===== config.mk =====
export PLATFORM = sky130hd
export DESIGN_NAME = serial_sub6
export DESIGN_NICKNAME = d
export VERILOG_FILES = /design/src/rtl/serial_sub_pkg.sv /design/src/rtl/full_subtractor_cell.sv /design/src/rtl/serial_sub6.sv
export SDC_FILE = /design/constraint.sdc
export NUM_CORES = 1
export LEC_CHECK = 0
export CORE_MARGIN = 5
export CORE_UTILIZATION = 64
export CTS_BUF_LIST = sky130_fd_sc_hd__clkbuf_2 sky130_fd_sc_hd__clkbuf_4 sky130_fd_sc_hd__clkbuf_8
export DETAILED_ROUTE_END_ITERATION = 16
export DONT_BUFFER_PORTS = 1
export PLACE_DENSITY = 0.8
export SYNTH_ARGS = -nofsm -noshare
export SYNTH_HDL_FRONTEND = slang
export SYNTH_SLANG_ARGS = --single-unit

===== constraint.sdc =====
create_clock -name clk -period 1.3 [get_ports clk]
set_input_delay 0.13 -clock clk [delete_from_list [all_inputs] [get_ports clk]]
set_output_delay 0.13 -clock clk [all_outputs]
set_load 0.02 [all_outputs]

===== src/rtl/serial_sub_pkg.sv =====
// Shared definitions for the bit-serial subtractor: default width and FSM states.
package serial_sub_pkg;

  localparam int SUB_WIDTH_DEF = 6;

  typedef enum logic [1:0] {
    ST_IDLE = 2'd0,
    ST_RUN  = 2'd1,
    ST_DONE = 2'd2
  } sub_state_t;

endpackage : serial_sub_pkg


===== src/rtl/full_subtractor_cell.sv =====
// One-bit full subtractor: d = a - b - bi, with borrow out bo.
// Purely combinational; the serial datapath reuses this single cell every cycle.
module full_subtractor_cell (
  input  logic a,
  input  logic b,
  input  logic bi,
  output logic d,
  output logic bo
);

  // Difference bit and borrow generation/propagation.
  always_comb begin
    d  = a ^ b ^ bi;
    bo = (~a & b) | (~(a ^ b) & bi);
  end

endmodule : full_subtractor_cell


===== src/rtl/serial_sub6.sv =====
// Bit-serial subtractor, diff = a - b - bin, one bit per clock, LSB first.
// A start in IDLE or DONE captures the operands; WIDTH RUN cycles later the
// result is presented with a one-cycle done pulse and held until the next start.
// Optional macro SUB_FLAGS_EN adds zero and two's-complement overflow flags.
module serial_sub6
  import serial_sub_pkg::*;
#(
  parameter int WIDTH = SUB_WIDTH_DEF
) (
  input  logic             clk,
  input  logic             rst_n,
  input  logic             start,
  input  logic [WIDTH-1:0] a_in,
  input  logic [WIDTH-1:0] b_in,
  input  logic             bin,
  output logic             busy,
  output logic             done,
  output logic [WIDTH-1:0] diff,
  output logic             bout
`ifdef SUB_FLAGS_EN
  ,
  output logic             zero,
  output logic             ovf
`endif
);

  localparam int CNT_W = (WIDTH > 1) ? $clog2(WIDTH) : 1;
  localparam logic [CNT_W-1:0] CNT_LAST = CNT_W'(WIDTH - 1);
  localparam logic [CNT_W-1:0] CNT_ONE  = CNT_W'(1);

  sub_state_t       state_q, state_d;
  logic [CNT_W-1:0] cnt_q, cnt_d;
  logic [WIDTH-1:0] a_sh_q, a_sh_d;
  logic [WIDTH-1:0] b_sh_q, b_sh_d;
  logic             br_q, br_d;
  logic [WIDTH-1:0] diff_q, diff_d;
  logic             bout_q, bout_d;
  logic             done_q, done_d;
  logic             d_s, bo_s;
  logic [WIDTH-1:0] diff_next_s;
`ifdef SUB_FLAGS_EN
  logic             zero_q, zero_d;
  logic             ovf_q, ovf_d;
`endif

  // Single shared bit cell fed by the operand LSBs and the running borrow.
  full_subtractor_cell u_cell (
    .a  (a_sh_q[0]),
    .b  (b_sh_q[0]),
    .bi (br_q),
    .d  (d_s),
    .bo (bo_s)
  );

  // Result register contents after shifting in the current difference bit.
  always_comb begin
    diff_next_s = {d_s, diff_q[WIDTH-1:1]};
  end

  // Next-state, datapath and flag logic; every register holds unless updated.
  always_comb begin
    state_d = state_q;
    cnt_d   = cnt_q;
    a_sh_d  = a_sh_q;
    b_sh_d  = b_sh_q;
    br_d    = br_q;
    diff_d  = diff_q;
    bout_d  = bout_q;
    done_d  = 1'b0;
`ifdef SUB_FLAGS_EN
    zero_d  = zero_q;
    ovf_d   = ovf_q;
`endif
    case (state_q)
      ST_IDLE, ST_DONE: begin
        if (start) begin
          state_d = ST_RUN;
          a_sh_d  = a_in;
          b_sh_d  = b_in;
          br_d    = bin;
          cnt_d   = {CNT_W{1'b0}};
          diff_d  = {WIDTH{1'b0}};
        end else begin
          state_d = ST_IDLE;
        end
      end
      ST_RUN: begin
        a_sh_d = a_sh_q >> 1;
        b_sh_d = b_sh_q >> 1;
        br_d   = bo_s;
        diff_d = diff_next_s;
        cnt_d  = cnt_q + CNT_ONE;
        if (cnt_q == CNT_LAST) begin
          state_d = ST_DONE;
          bout_d  = bo_s;
          done_d  = 1'b1;
`ifdef SUB_FLAGS_EN
          // On the last bit the shift-register LSBs are the operand MSBs.
          zero_d  = (diff_next_s == {WIDTH{1'b0}});
          ovf_d   = (a_sh_q[0] != b_sh_q[0]) && (d_s != a_sh_q[0]);
`endif
        end else begin
          state_d = ST_RUN;
        end
      end
      default: begin
        state_d = ST_IDLE;
      end
    endcase
  end

  // State and datapath registers with asynchronous active-low reset.
  always_ff @(posedge clk or negedge rst_n) begin
    if (!rst_n) begin
      state_q <= ST_IDLE;
      cnt_q   <= {CNT_W{1'b0}};
      a_sh_q  <= {WIDTH{1'b0}};
      b_sh_q  <= {WIDTH{1'b0}};
      br_q    <= 1'b0;
      diff_q  <= {WIDTH{1'b0}};
      bout_q  <= 1'b0;
      done_q  <= 1'b0;
    end else begin
      state_q <= state_d;
      cnt_q   <= cnt_d;
      a_sh_q  <= a_sh_d;
      b_sh_q  <= b_sh_d;
      br_q    <= br_d;
      diff_q  <= diff_d;
      bout_q  <= bout_d;
      done_q  <= done_d;
    end
  end

`ifdef SUB_FLAGS_EN
  // Result flag registers, updated together with done.
  always_ff @(posedge clk or negedge rst_n) begin
    if (!rst_n) begin
      zero_q <= 1'b0;
      ovf_q  <= 1'b0;
    end else begin
      zero_q <= zero_d;
      ovf_q  <= ovf_d;
    end
  end

  // Flag outputs straight from their registers.
  always_comb begin
    zero = zero_q;
    ovf  = ovf_q;
  end
`endif

  // Outputs are direct register values or a decode of the state register.
  always_comb begin
    busy = (state_q == ST_RUN);
    done = done_q;
    diff = diff_q;
    bout = bout_q;
  end

endmodule : serial_sub6


==> flow_summary.json, run 1 <==
{
  "ant_nets": 0,
  "crit_arrival_ps": 1480,
  "ys_ff_latch": 25,
  "cp_max_fo": 7,
  "layout_min_cycle_time_ps": 1250,
  "firstDrtPassIters": 4,
  "drive_gt1_frac": 0.197,
  "cp-startpoint": "done$_DFF_PN0_",
  "yosysSeqAreaShare": 0.482,
  "drc": 0,
  "syn_to_final_growth_pct": 17.1,
  "drt-total-wl_um": 2480,
  "relSlewSlack": 0.753,
  "rrSetupSlack_ps": 50,
  "cts-root-buf": "clkbuf_4",
  "fin_tns_setup_ps": 0,
  "grt_max_degree": 26,
  "endpoint_kind": "register",
  "grt_pass1_vias": 942,
  "gp_congestion": 0.765,
  "power_w": 0.00334,
  "powerDensity_mw_per_mm2": 2200,
  "finClkSkew_ps": 19.9,
  "tightestPinTransition_ps": 369,
  "p_comb_frac": 0.442,
  "critPathRequiredTime_ps": 1530,
  "min_from": "start",
  "power_frac_seq": 0.453,
  "hold_violations": 0,
  "antenna_cells": 0,
  "clock.fmax_mhz": 800,
  "syn_avg_cell_area_um2": 11.2,
  "die_height_um": 55.0,
  "wl_per_cell_um": 15.1,
  "synthesis.nets": 135,
  "swShare": 0.400,
  "ys_warn_count": 0,
  "p_sw_w": 0.00134,
  "clk_pin_slew_worst_paths_ps": 150,
  "grt_pass1_wl_um": 4060,
  "design.die.area_mm2": 0.00303,
  "worstSetupStartpointType": "register",
  "holdCritPathClass": "in -> reg",
  "yosysUniqueCellTypes": 26,
  "vias_per_cell": 5.76,
  "io_buffers": 0,
  "cts_made_buffers": 3,
  "num_rows": 16,
  "crit_chain": "buf_4 > buf_4 > a21o_1 > a22o_1",
  "clock_power_share": 0.105,
  "timing.rr.start": "done$_DFF_PN0_",
  "ir_drop_mv": 1.30,
  "crit_slowest_cell": "dfrtp_2",
  "clock_latency_ps": 320,
  "start_util": 0.669,
  "crit_top_cell": "buf_4",
  "htree_num_levels": 1,
  "fin_nets": 157,
  "dp_hpwl_um": 1610,
  "maxCapViolCount": 0,
  "status": "finished clean",
  "core_mm2": 0.00194,
  "via_count": 944,
  "synth_cells": 116,
  "finalCritPeriodShare": 0.962,
  "drt_iter0_drc": 11,
  "critPathMaxStageDelay_ps": 430,
  "rsz0062_at_grt": "false",
  "intPower_w": 0.00201,
  "grt_antenna_before_repair": 0,
  "gr-usage-all-layers": 0.188,
  "cts.sinks": 25,
  "slew_violations": 0,
  "setup_viol": 0,
  "cellLeakagePower_nw": 0.663,
  "overflow": 0,
  "dieWidth_um": 55.0,
  "clk_path_buf_depth": 2,
  "path_class": "reg -> reg",
  "syn_area_mm2": 0.00130,
  "cts_tree": "done",
  "io_pins": 25
}
-- power by group through the flow --
stage | clock network [W] | registers, W | logic (W)
final | 0.000351 | 0.00151 | 0.00148
after global routing | 0.000393 | 0.00157 | 0.00166
after CTS | 0.000362 | 0.00152 | 0.00137
after detailed placement | 0 | 0.00156 | 0.00121
after global placement | 0 | 0.00155 | 0.00115
after floorplan | 0 | 0.00146 | 0.00110
-- final timing paths --
check	end	cells after the start
setup / recovery	diff[5]$_DFFE_PN0P_	4
hold / removal	br_q$_DFFE_PN0P_	2
setup reg to reg	diff[5]$_DFFE_PN0P_	4
hold reg to reg	cnt_q[2]$_DFFE_PN0P_	1
max in group asynchronous	done$_DFF_PN0_	2
min in group asynchronous	diff[1]$_DFFE_PN0P_	2
-- per-layer routing --
metal  part of all wire  wire [um]  vias up  track usage
met5                  0          0        -            0
met4             0.0052         13        0       0.0567
met3              0.060        148        2       0.0483
met2               0.48       1190       26        0.325
met1               0.46       1130      456        0.228
li1                   -          -      460            -
-- cell usage in the layout (no fill, tap or decap) --
cell,netlist,layout
a211oi_1,9,9
a21o_1,1,1
a21oi_1,13,12
a21oi_2,0,1
a22o_1,7,7
and2b_4,2,2
buf_12,0,1
buf_4,1,11
buf_6,3,1
clkbuf_4,0,3
clkinvlp_4,0,1
dfrtp_1,25,23
dfrtp_2,0,2
dlygate4sd3_1,0,11
fa_2,0,1
ha_1,2,2
inv_1,5,5
inv_6,0,1
mux2_4,1,1
mux2i_1,11,11
nand2_1,5,5
nand2b_1,4,3
nand2b_4,0,1
nand3_1,2,2
nand3b_1,1,1
nor2_1,2,2
nor2_2,1,1
nor2b_1,7,7
o21ai_0,5,5
o22ai_1,2,2
o31ai_1,1,1
xnor2_1,1,1
-- registers in the layout, indices dropped and copies added (netlist names) --
register	flops
cnt_q	3
br_q	1
a_sh_q	6
state_q	1
bout	1
b_sh_q	6
done	1
diff	6
-- synthesized netlist by cell type (all sizes together) --
cell type	n	area (um^2)
inv	6	22.5
mux2i	11	110
o22ai	2	12.5
buf	7	86.3
a22o	7	61.3
nor2	3	13.8
fa	1	20.0
a21oi	13	65.1
o21ai	5	25.0
nand3	2	10.0
xnor2	1	8.76
and2b	2	20.0
ha	2	25.0
mux2	1	15.0
a21o	1	7.51
nor2b	7	43.8
nand2	5	18.8
a211oi	9	67.6
o31ai	1	7.51
nand3b	1	7.51
dfrtp	25	626
nand2b	4	25.0
-- through the flow --
step	instance area [um^2]	setup slack (ps)	hold slack, ps	utilization	instances
floorplan	1300	90.4	-166	-	116
global placement	1310	111	-165	0.673	144
detailed placement	1310	38.3	-165	0.673	144
CTS	1480	4.33	0.115	0.764	161
global route	1520	3.66	17.5	0.784	164
finish	1520	49.4	18.4	0.784	164
-- critical path, delay by kind of cell (launching register included) --
kind / cells / cell delay [ps]
flops: 1 / 430
compound gates: 2 / 440
buf+inv: 2 / 310
-- cells by family (layout without fill, tap and decap cells) --
family	count (synthesis)	after routing	share of synthesized area
AND/OR/NAND/NOR	24	24	0.107
XOR/XNOR	1	1	0.00674
multiplexers	12	12	0.0963
buffers and inverters	13	34	0.0838
AO/OA/AOI/OAI	38	38	0.190
adder cells (fa/ha/maj)	3	3	0.0347
flip-flops	25	25	0.482
-- cell type report --
cell class	instances	area, um^2
Clock buffer	3	22.5
Tap cell	27	33.8
Multi-Input combinational cell	78	578
Fill cell	122	420
Sequential cell	25	628
Clock inverter	1	7.51
Inverter	6	27.5
Timing Repair Buffer	24	224
-- what timing repair did --
action | in CTS | in global routing
endpoints found under the hold margin | 36 | 1
endpoints found under the setup margin | 1 | 3
gates resized for setup | 5 | 4
setup buffers | 2 | 2
pin swaps | 0 | 1
hold buffers | 11 | 1
No activity file was read; power rests on OpenSTA's default activity.
==> inputs of run 2 (changes only) <==
Settings changed: CTS_CLUSTER_DIAMETER from default to 80, SLEW_MARGIN from default to 25.
==> results of run 2 <==
No change in the layout: final DEF, timing and power equal those of run 1.
==> inputs of run 3 (changes only) <==
Settings changed: CTS_CLUSTER_DIAMETER 80 to 40.
==> results of run 3 <==
No change in the layout: final DEF, timing and power equal those of run 1.
